File: src/rtl/serializer_pkg.sv
// Shared state encoding and helpers for the serializer sequence controller.
package serializer_pkg;

    localparam int STATE_W = 5;

    // One-hot state encoding: exactly one bit set per state.
    typedef enum logic [STATE_W-1:0] {
        S_IDLE  = 5'b00001,
        S_RESET = 5'b00010,
        S_GAP   = 5'b00100,
        S_TRIG  = 5'b01000,
        S_HOLD  = 5'b10000
    } state_e;

    // A programmed length or repeat count of zero behaves like one.
    function automatic logic [31:0] len_or_one(input logic [31:0] len);
        return (len == 32'd0) ? 32'd1 : len;
    endfunction

endpackage

File: src/rtl/serializer_seq_ctrl_if.sv
// Host-side trigger/config/status bundle of the serializer sequence controller.
interface serializer_seq_ctrl_if #(
    parameter int NUM_CH = 4,
    parameter int CNT_W  = 8,
    parameter int REP_W  = 4
);
    logic              trigger_in;
    logic              abort;
    logic [CNT_W-1:0]  cfg_rst_len;
    logic [CNT_W-1:0]  cfg_gap_len;
    logic [CNT_W-1:0]  cfg_trig_len;
    logic [REP_W-1:0]  cfg_repeat;
    logic [NUM_CH-1:0] cfg_ch_mask;
    logic              reset_out;
    logic [NUM_CH-1:0] trigger_out;
    logic              busy;
    logic              done;

    modport master (
        output trigger_in, abort, cfg_rst_len, cfg_gap_len, cfg_trig_len,
               cfg_repeat, cfg_ch_mask,
        input  reset_out, trigger_out, busy, done
    );

    modport slave (
        input  trigger_in, abort, cfg_rst_len, cfg_gap_len, cfg_trig_len,
               cfg_repeat, cfg_ch_mask,
        output reset_out, trigger_out, busy, done
    );
endinterface

File: src/rtl/serializer_phase_cnt.sv
// Phase-length down-counter; reloaded on every phase entry, last flags the final cycle.
module serializer_phase_cnt #(
    parameter int CNT_W = 8
) (
    input  logic             clk,
    input  logic             rst_n,
    input  logic             load,
    input  logic             en,
    input  logic [CNT_W-1:0] load_val,
    output logic             last
);
    logic [CNT_W-1:0] cnt;

    // NOTE: sequential state uses non-blocking assignments so every flop samples pre-edge values.
    always_ff @(posedge clk) begin
        if (!rst_n) begin
            cnt <= '0;
        end else if (load) begin
            cnt <= load_val;
        end else if (en && cnt != '0) begin
            cnt <= cnt - CNT_W'(1);
        end
    end

    assign last = (cnt == '0);
endmodule

File: src/rtl/serializer_seq_ctrl.sv
// Trigger-started reset/gap/burst sequencer driving a masked serializer trigger bus.
module serializer_seq_ctrl
    import serializer_pkg::*;
#(
    parameter int NUM_CH = 4,
    parameter int CNT_W  = 8,
    parameter int REP_W  = 4
) (
    input  logic                  clk,
    input  logic                  rst_n,
    serializer_seq_ctrl_if.slave  bus
);
    state_e            state, state_n;
    logic              trig_d;
    logic              start;
    logic [CNT_W-1:0]  gap_len_q, trig_len_q;
    logic [REP_W-1:0]  rep_left;
    logic [NUM_CH-1:0] mask_q;
    logic              cnt_load, cnt_en, cnt_last;
    logic [CNT_W-1:0]  cnt_load_val;
    logic              run_done;
    logic              reset_q, busy_q, done_q;
    logic [NUM_CH-1:0] trig_q;

    assign start = bus.trigger_in & ~trig_d;

    function automatic logic [CNT_W-1:0] phase_load(input logic [CNT_W-1:0] len);
        return CNT_W'(len_or_one(32'(len)) - 32'd1);
    endfunction

    serializer_phase_cnt #(.CNT_W(CNT_W)) u_phase_cnt (
        .clk      (clk),
        .rst_n    (rst_n),
        .load     (cnt_load),
        .en       (cnt_en),
        .load_val (cnt_load_val),
        .last     (cnt_last)
    );

    // NOTE: every combinational output gets a default first, so no path can infer a latch.
    always_comb begin
        state_n      = state;
        cnt_load     = 1'b0;
        cnt_load_val = '0;
        run_done     = 1'b0;
        case (state)
            S_IDLE: if (start) begin
                state_n      = S_RESET;
                cnt_load     = 1'b1;
                cnt_load_val = phase_load(bus.cfg_rst_len);
            end
            S_RESET: if (cnt_last) begin
                state_n      = S_GAP;
                cnt_load     = 1'b1;
                cnt_load_val = phase_load(gap_len_q);
            end
            S_GAP: if (cnt_last) begin
                state_n      = S_TRIG;
                cnt_load     = 1'b1;
                cnt_load_val = phase_load(trig_len_q);
            end
            S_TRIG: if (cnt_last) begin
                if (rep_left > REP_W'(1)) begin
                    state_n      = S_GAP;
                    cnt_load     = 1'b1;
                    cnt_load_val = phase_load(gap_len_q);
                end else begin
                    state_n  = S_HOLD;
                    run_done = 1'b1;
                end
            end
            S_HOLD: if (!bus.trigger_in) state_n = S_IDLE;
            default: state_n = S_IDLE;
        endcase
        // Abort wins over any transition and suppresses the completion pulse.
        if (bus.abort) begin
            state_n  = S_IDLE;
            cnt_load = 1'b0;
            run_done = 1'b0;
        end
    end

    assign cnt_en = (state == S_RESET) || (state == S_GAP) || (state == S_TRIG);

    always_ff @(posedge clk) begin
        if (!rst_n) begin
            state      <= S_IDLE;
            trig_d     <= 1'b1;
            gap_len_q  <= '0;
            trig_len_q <= '0;
            rep_left   <= '0;
            mask_q     <= '0;
            reset_q    <= 1'b0;
            trig_q     <= '0;
            busy_q     <= 1'b0;
            done_q     <= 1'b0;
        end else begin
            state  <= state_n;
            trig_d <= bus.trigger_in;
            if (state == S_IDLE && state_n == S_RESET) begin
                gap_len_q  <= bus.cfg_gap_len;
                trig_len_q <= bus.cfg_trig_len;
                rep_left   <= REP_W'(len_or_one(32'(bus.cfg_repeat)));
                mask_q     <= bus.cfg_ch_mask;
            end else if (state == S_TRIG && cnt_last) begin
                rep_left <= rep_left - REP_W'(1);
            end
            // Outputs decode the next state so they line up with the state they describe.
            reset_q <= (state_n == S_RESET);
            trig_q  <= (state_n == S_TRIG) ? mask_q : '0;
            busy_q  <= (state_n != S_IDLE);
            done_q  <= run_done;
        end
    end

    assign bus.reset_out   = reset_q;
    assign bus.trigger_out = trig_q;
    assign bus.busy        = busy_q;
    assign bus.done        = done_q;
endmodule

File: src/flat_wrapper.sv
// flat-port wrapper written by rule: the top's interface ports become plain ports
module serializer_seq_ctrl_flat import serializer_pkg::*;
#(
    parameter int NUM_CH = 4,
    parameter int CNT_W  = 8,
    parameter int REP_W  = 4
)
  (clk, rst_n, bus_trigger_in, bus_abort, bus_cfg_rst_len, bus_cfg_gap_len, bus_cfg_trig_len, bus_cfg_repeat, bus_cfg_ch_mask, bus_reset_out, bus_trigger_out, bus_busy, bus_done);
  serializer_seq_ctrl_if #(.NUM_CH(NUM_CH), .CNT_W(CNT_W), .REP_W(REP_W)) bus_i ();
  input  logic clk;
  input  logic rst_n;
  input wire logic [$bits(bus_i.trigger_in)-1:0] bus_trigger_in;
  input wire logic [$bits(bus_i.abort)-1:0] bus_abort;
  input wire logic [$bits(bus_i.cfg_rst_len)-1:0] bus_cfg_rst_len;
  input wire logic [$bits(bus_i.cfg_gap_len)-1:0] bus_cfg_gap_len;
  input wire logic [$bits(bus_i.cfg_trig_len)-1:0] bus_cfg_trig_len;
  input wire logic [$bits(bus_i.cfg_repeat)-1:0] bus_cfg_repeat;
  input wire logic [$bits(bus_i.cfg_ch_mask)-1:0] bus_cfg_ch_mask;
  output wire logic [$bits(bus_i.reset_out)-1:0] bus_reset_out;
  output wire logic [$bits(bus_i.trigger_out)-1:0] bus_trigger_out;
  output wire logic [$bits(bus_i.busy)-1:0] bus_busy;
  output wire logic [$bits(bus_i.done)-1:0] bus_done;
  assign bus_i.trigger_in = bus_trigger_in;
  assign bus_i.abort = bus_abort;
  assign bus_i.cfg_rst_len = bus_cfg_rst_len;
  assign bus_i.cfg_gap_len = bus_cfg_gap_len;
  assign bus_i.cfg_trig_len = bus_cfg_trig_len;
  assign bus_i.cfg_repeat = bus_cfg_repeat;
  assign bus_i.cfg_ch_mask = bus_cfg_ch_mask;
  assign bus_reset_out = bus_i.reset_out;
  assign bus_trigger_out = bus_i.trigger_out;
  assign bus_busy = bus_i.busy;
  assign bus_done = bus_i.done;
  serializer_seq_ctrl #(.NUM_CH(NUM_CH), .CNT_W(CNT_W), .REP_W(REP_W)) u_core (.clk(clk), .rst_n(rst_n), .bus(bus_i));
endmodule
File: config.mk
export PLATFORM = sky130hd
export DESIGN_NAME = serializer_seq_ctrl_flat
export DESIGN_NICKNAME = d
export VERILOG_FILES = /design/src/rtl/serializer_pkg.sv /design/src/rtl/serializer_seq_ctrl_if.sv /design/src/rtl/serializer_phase_cnt.sv /design/src/rtl/serializer_seq_ctrl.sv /design/src/flat_wrapper.sv
export SDC_FILE = /design/constraint.sdc
export NUM_CORES = 1
export LEC_CHECK = 0
export CORE_MARGIN = 3
export CORE_UTILIZATION = 48
export CTS_CLUSTER_SIZE = 24
export DETAILED_ROUTE_END_ITERATION = 10
export GPL_TIMING_DRIVEN = 0
export HOLD_SLACK_MARGIN = 0.02
export PLACE_DENSITY = 0.73
export SKIP_CTS_REPAIR_TIMING = 1
export SLEW_MARGIN = 10
export SYNTH_ARGS = -nofsm -noshare
export SYNTH_HDL_FRONTEND = slang
export SYNTH_SLANG_ARGS = --single-unit
export TNS_END_PERCENT = 20
File: constraint.sdc
create_clock -name clk -period 2.3 [get_ports clk]
set_clock_uncertainty 0.05 [all_clocks]
set_input_delay 0.23 -clock clk [delete_from_list [all_inputs] [get_ports clk]]
set_output_delay 0.23 -clock clk [all_outputs]
set_load 0.05 [all_outputs]
==> impl_metrics.ini, run 1 <==
[synth]
async_flop_share_pct = 0
synthCells = 325
synth_cell_types = 48
synth_compound_area_share_pct = 17.9
synth_top_flop_cell = dfxtp_1
postSynthAreaPerCell_um2 = 7.82
ys_seq_area_share_pct = 35.5
yosys.area_share.simple_pct = 30.0
synth_top_family_by_area = simple AND/OR/NAND/NOR gates
synthMuxAreaShare_pct = 1.58
ys_ff_latch = 45
synth_edf_count = 0
synth_xor_area_share_pct = 6.90
ys_warn_count = 0
syn_nets = 368
synth_area_um2 = 2540
synth_fa_ha_area_share_pct = 3.45

[critical_path]
reg2reg_slack_ps = -90
critical_path_class = reg -> reg
cp_data_arrival_time_ps = 2540
reg2reg_depth = 6
cp.required_ps = 2450
timing.rr.end = u_core.u_phase_cnt.cnt[3]$_SDFFE_PN0P_
r2r_start = u_core.u_phase_cnt.cnt[3]$_SDFFE_PN0P_
start_kind = flop
cp_max_fo = 7
worstSetupEndpointType = flop

[hold_path]
hold_depth = 2
worstHoldPathType = in -> reg
hold_start = rst_n
min_to = u_core.trig_d$_SDFF_PN1_

[placement]
dp.cells = 433
dp_hpwl_mm = 4.51
port_buffers = 41
place.gp.congestion = 0.857

[timing]
setup_tns_ps = -229
slew_headroom_pct = 60.0
hold-worst-slack_ps = 240
drv_slew = 0
fmax_mhz = 419
setup_viol = 4
worst_pin_slew_ps = 595
rsz0062_at_grt = yes
finalCritPeriodShare_pct = 104
hold_viol = 0
period_needed_ps = 2390
setup_ws_ps = -86.3

[clock_network]
cts_sinks = 45
cts_buffers = 5
cts_root_buf = clkbuf_8
cts_buffer_depth = 2
clock_latency_ps = 300
cts-htree-levels = 2
path_clk_slew_ps = 90
cts_tree = built

[detailed_routing]
wirelength_mm = 6.04
ant_nets = 0
drtPass1Iterations = 4
route.detailed.drc = 0
vias = 2418
wl_per_cell_um = 13.7
vias_per_cell = 5.47
drtIter0Drc = 134

[floorplanning]
die_width_um = 78.7
coreArea_um2 = 4910
die-area_um2 = 6200
row_count = 25
io_pins = 43
die_h_um = 78.7
start_util_pct = 51.7

[layout]
n_antenna_cell = 0
layout.nets = 417
fillers = 446
final-seq-area_um2 = 906
syn_to_final_growth_pct = 27.2
fin_util_pct = 65.8
multi_input_area_um2 = 1580
post_route_cells_drive_above_1_share_pct = 9.60
stdcell_count = 442

[global_routing]
grtUsageTotal_pct = 19.8
grt-ovfl-total = 0
grt_pass1_vias = 2180
grt_pass1_wl_mm = 9.92
grt_max_degree = 17
antenna_found_initial = 0

[run_status]
violations = negative setup slack
status = finished, violations left

[pwr]
p_leak_nw = 1.11
powerDensity_nw_per_um2 = 499
irDropWorstVdd_mv = 0.355

[flow_run]
drv_cap = 0
==> registers in the layout, summed over array words and instances, names as in the netlist <==
signal	count
u_core.gap_len_q	8
u_core.u_phase_cnt.cnt	8
u_core.state	5
u_core.rep_left	4
u_core.bus.busy	1
u_core.bus.reset_out	1
u_core.bus.trigger_out	4
u_core.trig_len_q	8
u_core.trig_d	1
u_core.mask_q	4
u_core.bus.done	1
==> routing by layer <==
layer | GRT usage, % | share of wire [%] | wire length [um] | up-vias
met4 | 5.24 | 1.1 | 64 | 0
li1 | - | - | - | 1239
met5 | 0 | 0 | 0 | -
met1 | 26.4 | 48 | 2890 | 1112
met3 | 3.40 | 4.4 | 263 | 8
met2 | 33.0 | 47 | 2820 | 59
==> cell usage after synthesis (all sizes together) (6+ instances only) <==
cell type | instances | area, um^2
nor4 | 6 | 52.6
nor3 | 20 | 105
a211oi | 6 | 45.0
ha | 7 | 87.6
dfxtp | 45 | 901
inv | 9 | 33.8
o22ai | 6 | 37.5
clkbuf | 13 | 48.8
xor2 | 10 | 87.6
nand2 | 57 | 214
a21oi | 31 | 159
xnor2 | 10 | 87.6
nor2 | 33 | 126
or3 | 6 | 37.5
==> how the worst max path moves through the flow <==
stage | to | from | slack (ps) | cells after the start
detailed placement | u_core.u_phase_cnt.cnt[5]$_SDFFE_PN0P_ | u_core.u_phase_cnt.cnt[5]$_SDFFE_PN0P_ | -250 | 8
global placement | u_core.u_phase_cnt.cnt[5]$_SDFFE_PN0P_ | u_core.u_phase_cnt.cnt[5]$_SDFFE_PN0P_ | -250 | 8
CTS | u_core.u_phase_cnt.cnt[5]$_SDFFE_PN0P_ | u_core.u_phase_cnt.cnt[5]$_SDFFE_PN0P_ | -270 | 8
floorplan | u_core.u_phase_cnt.cnt[6]$_SDFFE_PN0P_ | u_core.u_phase_cnt.cnt[5]$_SDFFE_PN0P_ | 20 | 8
global route | u_core.u_phase_cnt.cnt[3]$_SDFFE_PN0P_ | u_core.u_phase_cnt.cnt[3]$_SDFFE_PN0P_ | -200 | 6
finish | u_core.u_phase_cnt.cnt[3]$_SDFFE_PN0P_ | u_core.u_phase_cnt.cnt[3]$_SDFFE_PN0P_ | -90 | 6
==> kinds of logic after synthesis <==
logic type / count (synthesis)
XOR/XNOR: 20
adder cells (fa/ha/maj): 7
AO/OA/AOI/OAI: 68
multiplexers: 4
flip-flops: 45
buffers and inverters: 27
AND/OR/NAND/NOR: 154
==> report_power, final <==
| group | switching [mW] | total (mW) | internal (mW) |
|---|---|---|---|
| Sequential | 0.0196 | 0.816 | 0.796 |
| Clock | 0.300 | 0.522 | 0.222 |
| Combinational | 0.135 | 0.275 | 0.140 |
| Total | 0.455 | 1.61 | 1.16 |
==> cell type report <==
class	instances	area share, %
multi-input combinational	253	49.0
sequential	45	28.0
timing repair buffer	45	14.2
tap	67	2.59
clock buffer	5	2.13
buffer	14	2.13
inverter	10	1.16
clock inverter	3	0.775
==> worst max-delay path: stages, from the launching register on <==
cell       delay, ps
dfxtp_4          370
or4_4            570
nor3_2           290
o211ai_1         320
o22ai_1          280
nor3_2            90
a2111oi_2        320
==> cell usage in the layout, fill, tap and decap left out, types with 3 or more instances in the layout <==
cell	synthesis	final
buf_4	0	3
or3_1	6	5
mux2i_1	4	4
xnor2_1	10	10
nor3_1	19	15
nor3_2	1	3
clkbuf_1	13	9
nor2_1	32	31
nand4b_1	4	4
a211oi_1	6	6
a31oi_1	4	4
and2_1	5	5
nand2_1	57	56
ha_1	7	7
o22ai_1	6	6
o311a_1	4	4
nand3b_1	3	3
inv_1	9	9
nor3b_1	4	4
nor2b_1	4	4
clkdlybuf4s50_1	0	41
a21oi_1	30	30
nor4_1	5	5
o21ai_0	5	4
nand2b_1	5	5
clkbuf_8	0	5
xor2_1	10	10
dfxtp_1	45	43
==> per-stage QoR <==
step / power, mW / cell area [um^2] / setup slack, ps
after global routing: 1.68 / 3230 / -200
final: 1.61 / 3230 / -86.3
after floorplan: 0.995 / 2550 / 16.7
after CTS: 1.61 / 3140 / -266
after detailed placement: 1.10 / 3040 / -250
after global placement: 1.10 / 3040 / -245
(Power assumes the default switching activity.)
==> inputs of run 2 (changes only) <==
--- a/config.mk
+++ b/config.mk
@@ -6,12 +6,13 @@
 export NUM_CORES = 1
 export LEC_CHECK = 0
 export CORE_MARGIN = 3
-export CORE_UTILIZATION = 48
+export CORE_UTILIZATION = 50
 export CTS_CLUSTER_SIZE = 24
 export DETAILED_ROUTE_END_ITERATION = 10
+export DONT_BUFFER_PORTS = 1
 export GPL_TIMING_DRIVEN = 0
 export HOLD_SLACK_MARGIN = 0.02
-export PLACE_DENSITY = 0.73
+export PLACE_DENSITY = 0.65
 export SKIP_CTS_REPAIR_TIMING = 1
 export SLEW_MARGIN = 10
 export SYNTH_ARGS = -nofsm -noshare
==> run 2 against run 1 <==
  * The run still ends with negative setup slack left
  * Die area shrank 3.7%
  * Total power down 2.7%
  * Via count shrank 4.6%
  * Core utilization is 5.2 points lower
  * Largest power group unchanged
  * Final area down 9.7%
  * Register-to-register slack lost 30 ps
==> impl_metrics.ini, run 2 (synthesis results as in run 1) <==
[run_status]
status = finished, violations left
violations = negative setup slack

[floorplanning]
die_width_um = 77.3
coreArea_um2 = 4820
start_util_pct = 52.7
die_h_um = 77.3
io_pins = 43
die-area_um2 = 5970
row_count = 25

[timing]
setup_ws_ps = -120
finalCritPeriodShare_pct = 105
period_needed_ps = 2420
hold-worst-slack_ps = 7.54
drv_slew = 0
hold_viol = 0
rsz0062_at_grt = yes
setup_viol = 7
fmax_mhz = 413
worst_pin_slew_ps = 571
setup_tns_ps = -609
slew_headroom_pct = 61.6

[placement]
placed_cell_area_um2 = 2630
dp_hpwl_mm = 4.27
port_buffers = 0
place.gp.congestion = 0.818

[flow_run]
drv_cap = 0

[critical_path]
critical_path_class = reg -> reg
r2r_start = u_core.u_phase_cnt.cnt[3]$_SDFFE_PN0P_
reg2reg_depth = 7
cp.required_ps = 2440
timing.rr.end = u_core.u_phase_cnt.cnt[0]$_SDFFE_PN0P_
reg2reg_slack_ps = -120
startpoint = u_core.u_phase_cnt.cnt[3]$_SDFFE_PN0P_
cp_max_fo = 7
worstSetupEndpointType = flop
crit_path_end = u_core.u_phase_cnt.cnt[0]$_SDFFE_PN0P_
cp_data_arrival_time_ps = 2560
start_kind = flop

[layout]
layout.nets = 389
fillers = 501
post_route_cells_drive_above_1_share_pct = 10.1
mostFrequentLayoutCells = nand2_1, dfxtp_1, nor2_1, a21oi_1, nor3_1
reg_top3 = u_core.gap_len_q x8, u_core.trig_len_q x8, u_core.u_phase_cnt.cnt x8
n_antenna_cell = 0
syn_to_final_growth_pct = 14.9
final_common_cell = nand2_1
stdcell_area_um2 = 2920

[detailed_routing]
vias_per_cell = 5.57
wirelength_mm = 5.82
route.detailed.drc = 0
vias = 2306
drtPass1Iterations = 5
ant_nets = 0
drtIter0Drc = 145
wl_per_cell_um = 14.1

[pwr]
p_comb_share_pct = 14.0
power.share.clock_pct = 33.7
p_int_mw = 1.15
finalPower_mw = 1.57
powerDensity_nw_per_um2 = 538
irDropWorstVdd_mv = 0.377
switching_share_pct = 26.8
p_sw_mw = 0.421
p_leak_nw = 1.01
seqPwrFrac_pct = 52.3

[clock_network]
cts_tree = built
cts_buffers = 5
path_clk_slew_ps = 90
clock_latency_ps = 300
cts_root_buf = clkbuf_8
cts_sinks = 45
cts_buffer_depth = 2
cts-htree-levels = 2

[global_routing]
grtUsageTotal_pct = 19.8
grt_pass1_wl_mm = 9.67
antenna_found_initial = 0
grt-ovfl-total = 0
grt_pass1_vias = 2071
grt_max_degree = 16

[hold_path]
worstHoldPathType = in -> reg
[run 2: final cells by class]
| type | count | area, um^2 | area share [%] |
|---|---|---|---|
| sequential | 45 | 902 | 30.9 |
| clock buffer | 6 | 82.6 | 2.83 |
| timing repair buffer | 16 | 154 | 5.27 |
| buffer | 15 | 78.8 | 2.70 |
| clock inverter | 2 | 17.5 | 0.600 |
| multi-input combinational | 253 | 1560 | 53.5 |
| inverter | 10 | 37.5 | 1.29 |
| tap | 67 | 83.8 | 2.87 |
[run 2: worst max-delay path, cell delays in order, from the launching register on]
cell	delay (ps)
dfxtp_2	350
or4_4	570
or3_1	340
buf_6	150
nor4_4	190
a31oi_4	180
buf_6	160
o311a_1	330
[run 2: how the worst min path moves through the flow]
stage                                   from                          endpoint  slack [ps]  cells past startpoint
final                     bus_cfg_gap_len[0]  u_core.gap_len_q[0]$_SDFFE_PN0N_           8                      2
after global placement        bus_trigger_in          u_core.trig_d$_SDFF_PN1_         280                      2
after CTS                     bus_trigger_in          u_core.trig_d$_SDFF_PN1_         -20                      2
after floorplan               bus_trigger_in          u_core.trig_d$_SDFF_PN1_         270                      2
after global routing      bus_cfg_gap_len[0]  u_core.gap_len_q[0]$_SDFFE_PN0N_          20                      2
after detailed placement      bus_trigger_in          u_core.trig_d$_SDFF_PN1_         290                      2
[run 2: metal layers]
metal | wire length [um] | global-route usage, % | share of wire, % | vias to the layer above
met3 | 239 | 3.99 | 4.1 | 12
met5 | 0 | 0 | 0 | -
met2 | 2720 | 31.2 | 47 | 40
met1 | 2760 | 26.9 | 47 | 1074
li1 | - | - | - | 1180
met4 | 106 | 6.58 | 1.8 | 0
[run 2: power groups by stage]
| stage | combinational [mW] | sequential [mW] | clock (mW) |
|---|---|---|---|
| after floorplan | 0.163 | 0.833 | 0 |
| after global placement | 0.196 | 0.836 | 0 |
| after detailed placement | 0.197 | 0.837 | 0 |
| after CTS | 0.199 | 0.819 | 0.543 |
| after global routing | 0.246 | 0.825 | 0.585 |
| final | 0.219 | 0.821 | 0.529 |
[run 2: per-stage QoR]
stage | util [%] | setup slack, ps | instances
after CTS | 56.8 | -213 | 400
after global routing | 60.6 | -183 | 414
final | 60.6 | -120 | 414
after global placement | 54.7 | -196 | 392
after detailed placement | 54.7 | -193 | 392
after floorplan | - | 16.7 | 325
